File: src/rtl/red_89_pkg.sv
// Shared constants and state encoding for the 89-bit field reduction path.
// p = 2^89 - C_89, so 2^89 is congruent to C_89 (mod p).
package red_89_pkg;
    localparam int DATA_SIZE = 89;
    localparam int IN_W      = DATA_SIZE + 2;

    localparam logic [88:0] P_89 = 89'h19f393cffffffffffffffff;
    localparam logic [88:0] C_89 = 89'h60c6c30000000000000001;
    localparam logic [88:0] Q_88 = {1'b1, 88'd0};

    typedef enum logic [1:0] {
        IDLE = 2'd0,
        FOLD = 2'd1,
        SUB  = 2'd2,
        DONE = 2'd3
    } state_e;
endpackage

File: src/rtl/red_89_lut.sv
// Correction LUT: corr_o = (m_i * 2^88) mod p, every entry fully reduced below p.
module red_89_lut
    import red_89_pkg::*;
(
    input  logic [2:0]  m_i,
    output logic [88:0] corr_o
);
    // Written in terms of 2^88 and C_89 (2*2^88 == C_89 mod p)
    localparam logic [88:0] K3 = Q_88 + C_89;
    localparam logic [88:0] K4 = C_89 + C_89;
    localparam logic [88:0] K5 = C_89 + C_89 + C_89 - Q_88;
    localparam logic [88:0] K6 = C_89 + C_89 + C_89;
    localparam logic [88:0] K7 = C_89 + C_89 + C_89 + C_89 - Q_88;

    always_comb begin
        corr_o = '0;
        case (m_i)
            3'd0: corr_o = '0;
            3'd1: corr_o = Q_88;
            3'd2: corr_o = C_89;
            3'd3: corr_o = K3;
            3'd4: corr_o = K4;
            3'd5: corr_o = K5;
            3'd6: corr_o = K6;
            3'd7: corr_o = K7;
            default: corr_o = '0;
        endcase
    end
endmodule

File: src/rtl/red_89_fold_ctrl.sv
// Sequencer reducing a 91-bit value mod p: LUT folds until below 2^89, then one conditional subtract.
// valid/ready: a transfer happens on a rising edge where valid and ready are both high; out_valid holds until taken.
module red_89_fold_ctrl
    import red_89_pkg::*;
#(
    parameter int MAX_FOLDS = 4
) (
    input  logic          clk,
    input  logic          rst,
    input  logic          in_valid,
    output logic          in_ready,
    input  logic [90:0]   in_data,
    output logic          out_valid,
    input  logic          out_ready,
    output logic [88:0]   out_data,
    output logic          out_err,
    output logic [2:0]    out_folds
);
    localparam logic [2:0] MAX_F = 3'(MAX_FOLDS);

    state_e      state_q, state_d;
    logic [90:0] acc_q, acc_d;
    logic [2:0]  fold_cnt_q, fold_cnt_d;
    logic        err_q, err_d;
    logic [88:0] out_data_q, out_data_d;

    logic [88:0] corr;
    logic [89:0] fold_sum;
    logic        acc_ge_p;
    logic [88:0] acc_minus_p;

    red_89_lut u_lut (
        .m_i    (acc_q[90:88]),
        .corr_o (corr)
    );

    // Fold result is below 2^88 + p < 2^90
    assign fold_sum    = {2'b00, acc_q[87:0]} + {1'b0, corr};
    assign acc_ge_p    = (acc_q >= {2'b00, P_89});
    assign acc_minus_p = acc_q[88:0] - P_89;

    always_ff @(posedge clk) begin
        if (rst) begin
            state_q    <= IDLE;
            acc_q      <= '0;
            fold_cnt_q <= '0;
            err_q      <= 1'b0;
            out_data_q <= '0;
        end else begin
            state_q    <= state_d;
            acc_q      <= acc_d;
            fold_cnt_q <= fold_cnt_d;
            err_q      <= err_d;
            out_data_q <= out_data_d;
        end
    end

    always_comb begin
        state_d    = state_q;
        acc_d      = acc_q;
        fold_cnt_d = fold_cnt_q;
        err_d      = err_q;
        out_data_d = out_data_q;
        case (state_q)
            IDLE: begin
                if (in_valid) begin
                    acc_d      = in_data;
                    fold_cnt_d = '0;
                    err_d      = 1'b0;
                    state_d    = FOLD;
                end
            end
            FOLD: begin
                if (acc_q[90:89] != 2'b00) begin
                    if (fold_cnt_q < MAX_F) begin
                        acc_d      = {1'b0, fold_sum};
                        fold_cnt_d = fold_cnt_q + 3'd1;
                    end else begin
                        err_d      = 1'b1;
                        out_data_d = '0;
                        state_d    = DONE;
                    end
                end else begin
                    state_d = SUB;
                end
            end
            SUB: begin
                // acc < 2^89 < 2p here, so a single subtract suffices
                out_data_d = acc_ge_p ? acc_minus_p : acc_q[88:0];
                state_d    = DONE;
            end
            DONE: begin
                if (out_ready) begin
                    state_d = IDLE;
                end
            end
            default: state_d = IDLE;
        endcase
    end

    always_comb begin
        in_ready  = (state_q == IDLE);
        out_valid = (state_q == DONE);
        out_data  = out_data_q;
        out_err   = err_q;
        out_folds = fold_cnt_q;
    end
endmodule
File: config.mk
export PLATFORM = sky130hd
export DESIGN_NAME = red_89_fold_ctrl
export DESIGN_NICKNAME = d
export VERILOG_FILES = /design/src/rtl/red_89_pkg.sv /design/src/rtl/red_89_lut.sv /design/src/rtl/red_89_fold_ctrl.sv
export SDC_FILE = /design/constraint.sdc
export NUM_CORES = 1
export LEC_CHECK = 0
export BUFFER_PORTS_ARGS = -buffer_cell sky130_fd_sc_hd__buf_2
export CAP_MARGIN = 20
export CELL_PAD_IN_SITES_DETAIL_PLACEMENT = 1
export CELL_PAD_IN_SITES_GLOBAL_PLACEMENT = 2
export CORE_MARGIN = 2
export CORE_UTILIZATION = 35
export CTS_BUF_LIST = sky130_fd_sc_hd__clkbuf_8
export DETAILED_ROUTE_END_ITERATION = 6
export GPL_ROUTABILITY_DRIVEN = 0
export PLACE_DENSITY = 0.89
export SLEW_MARGIN = 10
export SYNTH_ARGS = -nofsm -noshare
export SYNTH_HDL_FRONTEND = slang
export SYNTH_SLANG_ARGS = --single-unit
File: constraint.sdc
create_clock -name clk -period 3.55 [get_ports clk]
set_input_delay 0.5325 -clock clk [delete_from_list [all_inputs] [get_ports clk]]
set_output_delay 0.5325 -clock clk [all_outputs]
set_load 0.005 [all_outputs]
Word-level counts from Yosys, hierarchy flattened
Memory sizes are Yosys's and may differ from the RTL's. A register that Yosys moved wholly into a read port is not among the register bits.
Cells that the tools add are included.
Word-level totals
  ROM bits: 176
  word-level logic and storage cells: 51
  flip-flop bits (word level): 186
  bits of input ports: 95
  output and inout bits: 95
  memories: 1
Operators by class
  equal/unequal tests: 9
  add/sub/neg operators: 3
  reductions and logical operators: 8
  muxes and demuxes: 23
  $lt $le $gt $ge: 2
Memories
  (no name shown): depth 8, width 22, read ports 1, clocked after Yosys merged registers in 1, wr ports 0, line red_89_lut.sv:17  | case (m_i)
Operator list (count)
  $mux W91: 3
  $mux W89: 3
  $pmux W91 S2: 1
  $pmux W89 S2: 1
  $ge A91 B89 Y1 const B: 1
  $add A88 B89 Y90: 1
  $sub A89 B89 Y89 const B: 1
  $mux W3: 5
  $mux W2: 4
  $ne A2 B2 Y1 const B: 4
  $pmux W2 S4: 1
  $reduce_and A4 Y1: 2
  $pmux W3 S2: 1
  $reduce_and A3 Y1: 2
  $reduce_bool A2 Y1: 3
  $eq A2 B2 Y1 const B: 2
  $add A3 B1 Y3 const B: 1
  $lt A3 B3 Y1 const B: 1
  $mux W1: 3
  $ne A3 B3 Y1 const B: 1
  $eq A2 B1 Y1 const B: 1
  $logic_not A2 Y1: 1
  $ne A2 B1 Y1 const B: 1
  $pmux W1 S2: 1

Longest topological paths before layout
  depth after elaboration: 6
  mapped depth: 13
  mapped depth without buffers: 13

By module
From an unflattened synthesis, not the netlist that was laid out.
Second synthesis, totals
  cell total of the unflattened synthesis: 2082
  area total of the unflattened synthesis: 15655.0 um^2
Modules (own cells, without submodules)
  red_89_fold_ctrl: sequential area each 3723.6 um^2, area each 14906.8 um^2, cells each 1980, instances 1
  red_89_lut: sequential area each 0.0 um^2, area each 748.2 um^2, cells each 102, instances 1

Worst setup path before layout
Ideal clock, no wire load.
  kind: register -> register
  start point: reg acc_q[0]
  end point: reg u_lut.corr_o[73] (netlist name)
  period minus slack after synthesis: 3.164 ns
  cell stages (with the launch flop): 14
  required time: 3.427 ns
  slack: 0.386 ns
  data arrival time: 3.041 ns
  path buffers: 0
  setup time: 0.123 ns
  cell sequence: dfxtp_1 -> ha_1 -> fa_1 -> a21o_1 -> and4_1 -> nand4_1 -> o221ai_1 -> o21ai_0 -> o21ai_0 -> mux2i_1 -> and2_1 -> ha_1 -> and2_1 -> or2_2
Between the ends
  word-level cells in the longest chain between the ends: 6
RTL lines
  from (decl): line red_89_fold_ctrl.sv:22  | logic [90:0] acc_q, acc_d;
  from (signal assigned): line red_89_fold_ctrl.sv:45  | acc_q <= '0;
  from (signal assigned): line red_89_fold_ctrl.sv:51  | acc_q <= acc_d;
  $add A88 B89 Y90: line red_89_fold_ctrl.sv:38  | assign fold_sum = {2'b00, acc_q[87:0]} + {1'b0, corr};
  $mux W91: line red_89_fold_ctrl.sv:75  | if (fold_cnt_q < MAX_F) begin
  $mux W91: line red_89_fold_ctrl.sv:74  | if (acc_q[90:89] != 2'b00) begin
  $pmux W91 S2: line red_89_fold_ctrl.sv:64  | case (state_q)
  $mux W3 (no line) (2 in series)
No other way between the ends. The select of a mux whose other input is x is not followed.
A chain may end at the register's enable or synchronous reset.

Worst setup path after layout
  start point: reg acc_q[62]
  end point: reg out_data_q[30] (netlist: out_data[30])
Between the ends
  word-level cells in the longest chain between the ends: 3
RTL lines
  $ge A91 B89 Y1: line red_89_fold_ctrl.sv:39  | assign acc_ge_p = (acc_q >= {2'b00, P_89});
  $mux W89: line red_89_fold_ctrl.sv:89  | out_data_d = acc_ge_p ? acc_minus_p : acc_q[88:0];
  $pmux W89 S2: line red_89_fold_ctrl.sv:64
  to (signal assigned): line red_89_fold_ctrl.sv:54  | out_data_q <= out_data_d;
  to (decl): line red_89_fold_ctrl.sv:25  | logic [88:0] out_data_q, out_data_d;
No other way between the ends.

==> results <==
- The flow ran to the end, and the final reports show no timing, DRC or antenna violations.
- The path category of the worst min-delay check is in -> reg.
- Grouping stages by cell kind, the critical path spends the most delay in simple AND/OR/NAND/NOR gates.
- For hold timing, the worst endpoint is acc_q[10]$_SDFFE_PP0P_.
- In the post-synthesis netlist, the biggest area contributors are sky130_fd_sc_hd__dfxtp_1, sky130_fd_sc_hd__nand2_1, sky130_fd_sc_hd__xnor2_1.
- The worst clock skew on the final layout is 0.01833 ns.
- For the worst flop-to-flop path, the logic depth is 10.
- Walking the worst path, the cells encountered are nand3_1 -> nor4_1 -> nand4_1 -> o21ai_1 -> nand4_4 -> buf_12 -> a21oi_1 -> buf_4 -> mux2_2 -> nand3_1.
- For the pin with the worst max-slew slack, the measured transition is 1.052 ns.
- The worst vdd rail ir drop is 0.0005215 V.
- For this run, asynchronously set or reset flops after synthesis account for 0.
- The number of pins with negative max-slew slack in the final report came to 0.
- The register bit count reported by yosys is a little under 200.
- The clock root buffer master is sky130_fd_sc_hd__clkbuf_8.
- The die covers between 30000 and 40000 um2.
- Of the total synthesized cell area, the portion taken by AND, OR, NAND and NOR gates is 0.2682.
- The reg-to-reg startpoint is acc_q[62]$_SDFFE_PP0P_.
- The routed design could run at a clock period as short as between 3 and 4 ns.
- After synthesis, the share of cell area in mux cells is 0.02338.
- The count of unresolved DRC violations after routing is 0.
- The wire length per cell is around 24 um.
- The accumulated negative setup slack is 0 ns.
- The cell that appears most often on the critical path is sky130_fd_sc_hd__nand3_1.
- For this design the top-level I/O count stands at 190.
- The overall routing resource usage is 0.2938.
- Counting the buffers created by CTS gives 17.
- The number of levels the H-tree was split into is 4.
- The area of the core is approximately 37000 um2.
- The critical path's slowest cell is sky130_fd_sc_hd__dfxtp_1.
- Yosys mapped a number of flops with a built-in enable equal to 0.
- The area of all placed cells without fillers is 15510 um2.
- The most common flop cell mapped by yosys is sky130_fd_sc_hd__dfxtp_1.
- The repair_antennas step left the layout with diodes totalling 0.
- The clock latency reported for the late side of the worst-skew pair is 0.54 ns.
- Setup violations remaining at the end of the flow were counted as 0.
- After synthesis, the largest family of logic cells by area is simple AND/OR/NAND/NOR gates.
- The highest metal layer carrying signal wires in the routed design is met4.
- The length of routed wiring on met1 is 25150 um.
- The net count after synthesis is around 1900.
- The netlist uses between 80 and 90 different library cells.
- The mean cell area of the mapped netlist is around 7.6 um2.
- The post-synthesis compound-gate area fraction is 0.2610.
- The horizontal extent of the die is 198.0 um.
- Dividing total power by cell area gives a power density of slightly above 700 nW/um2.
- The clock transition at the registers of the reported paths is ~0.11 ns.
- The library cells used most frequently in the layout, excluding fill and tap cells, are sky130_fd_sc_hd__nand2_1, sky130_fd_sc_hd__dfxtp_1, sky130_fd_sc_hd__buf_2.
- At the worst endpoint, the required time is approximately 4 ns.
- The synthesized-area fraction occupied by adder cells is 0.03193.
- Dividing the final minimum period by the clock period gives 0.9295.
- The routed design uses ~27000 um of met2 wire.
- Of the total synthesized cell area, the portion taken by XOR and XNOR cells is 0.05455.
- The die is just under 200 um tall.
- In the detailed route, the total length drawn on met3 is around 3500 um.
- The pin count of the biggest net entering global routing is 71.
- Before CTS, the worst setup slack after placement is about 0.19 ns.
- Relative to the synthesized area, the layout overhead comes to 17.83%.
- The first global-routing pass estimated between 80000 and 90000 um of wire.
- The count of nets after finishing is ~2000.
- Dividing the detail-routed via count by the number of cells gives 6.147.
- The clock tree from TritonCTS is built.
- STA classifies the critical path endpoint as a register.
- The type of the worst setup path is reg -> reg.
- The number of buffers inserted by port buffering is approximately 190.
- The worst min-delay path startpoint is in_data[10].
- During synthesis, Yosys emitted a total of 0 warnings.
- After synthesis the cells add up to about 13000 um2.
- The number of max-cap violations is 0.
- The post-placement cell area is 15030 um2.
- In this run the tightest slew margin relative to its limit is 0.2985.
- The leakage dissipation is approximately 5.7 nW.
- For this design, the CTS-stage hold fixing added 0 buffers.
- On the worst path, the slowest cell contributes a delay of between 0.5 and 0.6 ns.
- The maximum clock path buffer count is 2.
- The clock net in this run drives a total of approximately 200 sinks.
- The first TritonRoute pass finished after 7 iterations.
- The number of antenna violations at the first check in global routing is 0.
- The initial DRC count is approximately 1200.
- The number of global-route vias before repair came to 14620.
- Leaving out fill and tap cells, the most frequent cell in the layout is sky130_fd_sc_hd__nand2_1.
- Counting both buffers and inverters, the worst setup path holds a total of 2.
- The fraction of layout cells with a size suffix above 1 is 0.2219.
- The worst hold path stage count is 3.
- The part of the Yosys area used for sequential elements is 0.2965.
- The number of cells on the critical path is 10.
- The maximum clock frequency is a little over 300 MHz.
- The area share of the leading cell type in the synthesized netlist is 0.2965.
- The largest fanout on the critical path is 52.
- The slack of the critical path is between 0.2 and 0.3 ns.
- For this configuration, the core starts out at a cell density of 0.3529.
- The number of placement rows is 71.
- Setup repair after global routing left no endpoint under its margin.
- The reg-to-reg endpoint is out_data[30]$_SDFFE_PP0P_.
- The overflow left after global routing is 0.
- The worst register-to-register path has a setup slack of approximately 0.25 ns.
- The synthesized instance count is 1730.
- The biggest area contributor in the post-synthesis netlist is sky130_fd_sc_hd__dfxtp_1.
- At the worst endpoint, the arrival time is between 3 and 4 ns.
- The count of antenna-violating nets left after detailed routing is 0.
- STA classifies the critical path startpoint as a register.
- The vias after detailed routing is roughly 15000.
- The final hold violation count is 0.
- The post-detailed-placement half-perimeter wirelength is 44090 um.
- The routed design has slightly below 60000 um of wire.
[kinds of logic (layout without fill, tap and decap cells)]
kind of cell,after synthesis,count (layout)
simple gates,702,702
compound gates,495,495
flops,195,195
buf+inv,193,378
xor+xnor,82,82
fa+ha+maj,33,33
mux,30,30
[how the worst max path moves through the flow]
stage	startpoint	to	slack (ns)
4_1_cts	acc_q[0]$_SDFFE_PP0P_	u_lut.corr_o[74]$_DFF_P_	0.16
3_5_place_dp	acc_q[0]$_SDFFE_PP0P_	u_lut.corr_o[74]$_DFF_P_	0.19
5_1_grt	acc_q[25]$_SDFFE_PP0P_	out_data[86]$_SDFFE_PP0P_	0.03
3_3_place_gp	acc_q[39]$_SDFFE_PP0P_	u_lut.corr_o[74]$_DFF_P_	0.31
6_report	acc_q[62]$_SDFFE_PP0P_	out_data[30]$_SDFFE_PP0P_	0.25
2_1_floorplan	acc_q[0]$_SDFFE_PP0P_	u_lut.corr_o[73]$_DFF_P_	0.39
[state kept, by name (all words and copies together), names as in the netlist]
register,cells
acc_q,91
u_lut.corr_o,9
out_err,1
out_folds,3
state_q,2
out_data,89
[worst reg2reg max path, cell delays in order (launching register included)]
cell                      delay [ns]
sky130_fd_sc_hd__dfxtp_1        0.58
sky130_fd_sc_hd__nand3_1        0.22
sky130_fd_sc_hd__nor4_1         0.52
sky130_fd_sc_hd__nand4_1        0.27
sky130_fd_sc_hd__o21ai_1        0.34
sky130_fd_sc_hd__nand4_4        0.15
sky130_fd_sc_hd__buf_12         0.21
sky130_fd_sc_hd__a21oi_1        0.33
sky130_fd_sc_hd__buf_4          0.22
sky130_fd_sc_hd__mux2_2         0.36
sky130_fd_sc_hd__nand3_1        0.08
[synth_stat cells (6+ instances only)]
library cell,number
sky130_fd_sc_hd__a2111oi_0,10
sky130_fd_sc_hd__a2111oi_2,14
sky130_fd_sc_hd__a211oi_1,34
sky130_fd_sc_hd__a211oi_2,6
sky130_fd_sc_hd__a21o_1,11
sky130_fd_sc_hd__a21oi_1,111
sky130_fd_sc_hd__a221oi_1,9
sky130_fd_sc_hd__a22oi_1,34
sky130_fd_sc_hd__a31oi_1,10
sky130_fd_sc_hd__a32oi_1,7
sky130_fd_sc_hd__and2_1,24
sky130_fd_sc_hd__and3_1,25
sky130_fd_sc_hd__and4_1,11
sky130_fd_sc_hd__buf_1,18
sky130_fd_sc_hd__buf_2,37
sky130_fd_sc_hd__buf_4,10
sky130_fd_sc_hd__clkbuf_1,88
sky130_fd_sc_hd__dfxtp_1,195
sky130_fd_sc_hd__ha_1,32
sky130_fd_sc_hd__inv_1,33
sky130_fd_sc_hd__mux2_2,6
sky130_fd_sc_hd__mux2i_1,24
sky130_fd_sc_hd__nand2_1,221
sky130_fd_sc_hd__nand3_1,66
sky130_fd_sc_hd__nand4_1,57
sky130_fd_sc_hd__nor2_1,129
sky130_fd_sc_hd__nor3_1,72
sky130_fd_sc_hd__nor4_1,23
sky130_fd_sc_hd__o2111ai_1,8
sky130_fd_sc_hd__o211ai_1,13
sky130_fd_sc_hd__o21ai_0,106
sky130_fd_sc_hd__o21ai_1,38
sky130_fd_sc_hd__o221ai_1,17
sky130_fd_sc_hd__o22ai_1,12
sky130_fd_sc_hd__or2_2,13
sky130_fd_sc_hd__or3_1,15
sky130_fd_sc_hd__or4_1,7
sky130_fd_sc_hd__xnor2_1,66
sky130_fd_sc_hd__xor2_1,16
[through the flow]
step                      power (mW)  hold slack, ns  instances  utilization
after global routing           11.85          0.2707       2389       0.4158
final                          11.22          0.2573       2389       0.4158
after CTS                      11.14          0.2454       2386       0.4147
after floorplan                7.131          0.4419       1730            -
after detailed placement       9.409          0.4354       2354       0.4029
after global placement         9.241          0.4306       2354       0.4029
[timing repair]
action | 4_1_cts | 5_1_grt
hold endpoints to repair | 0 | 0
resized for setup | 0 | 4
buffers inserted | 0 | 3
setup endpoints to repair | 0 | 8
[cell type report]
cell class	count	area (um2)
multi-input combinational	1342	8501
inverter	33	123.9
clock buffer	18	247.7
tap	474	593.1
timing repair buffer	313	1952
sequential	195	3904
fill	4656	21800
clock inverter	14	192.7
[per-layer routing]
layer	global-route usage	up-vias
li1	-	6713
met1	0.3865	7255
met2	0.4833	591
met3	0.03781	126
met4	0.1250	0
met5	0	-
[where the power goes]
part	total (mW)	switching (mW)	internal, mW
combinational	5.94	3.85	2.09
clock	1.71	0.974	0.740
sequential	3.56	0.818	2.74
Power figures use the tool's default switching activity.
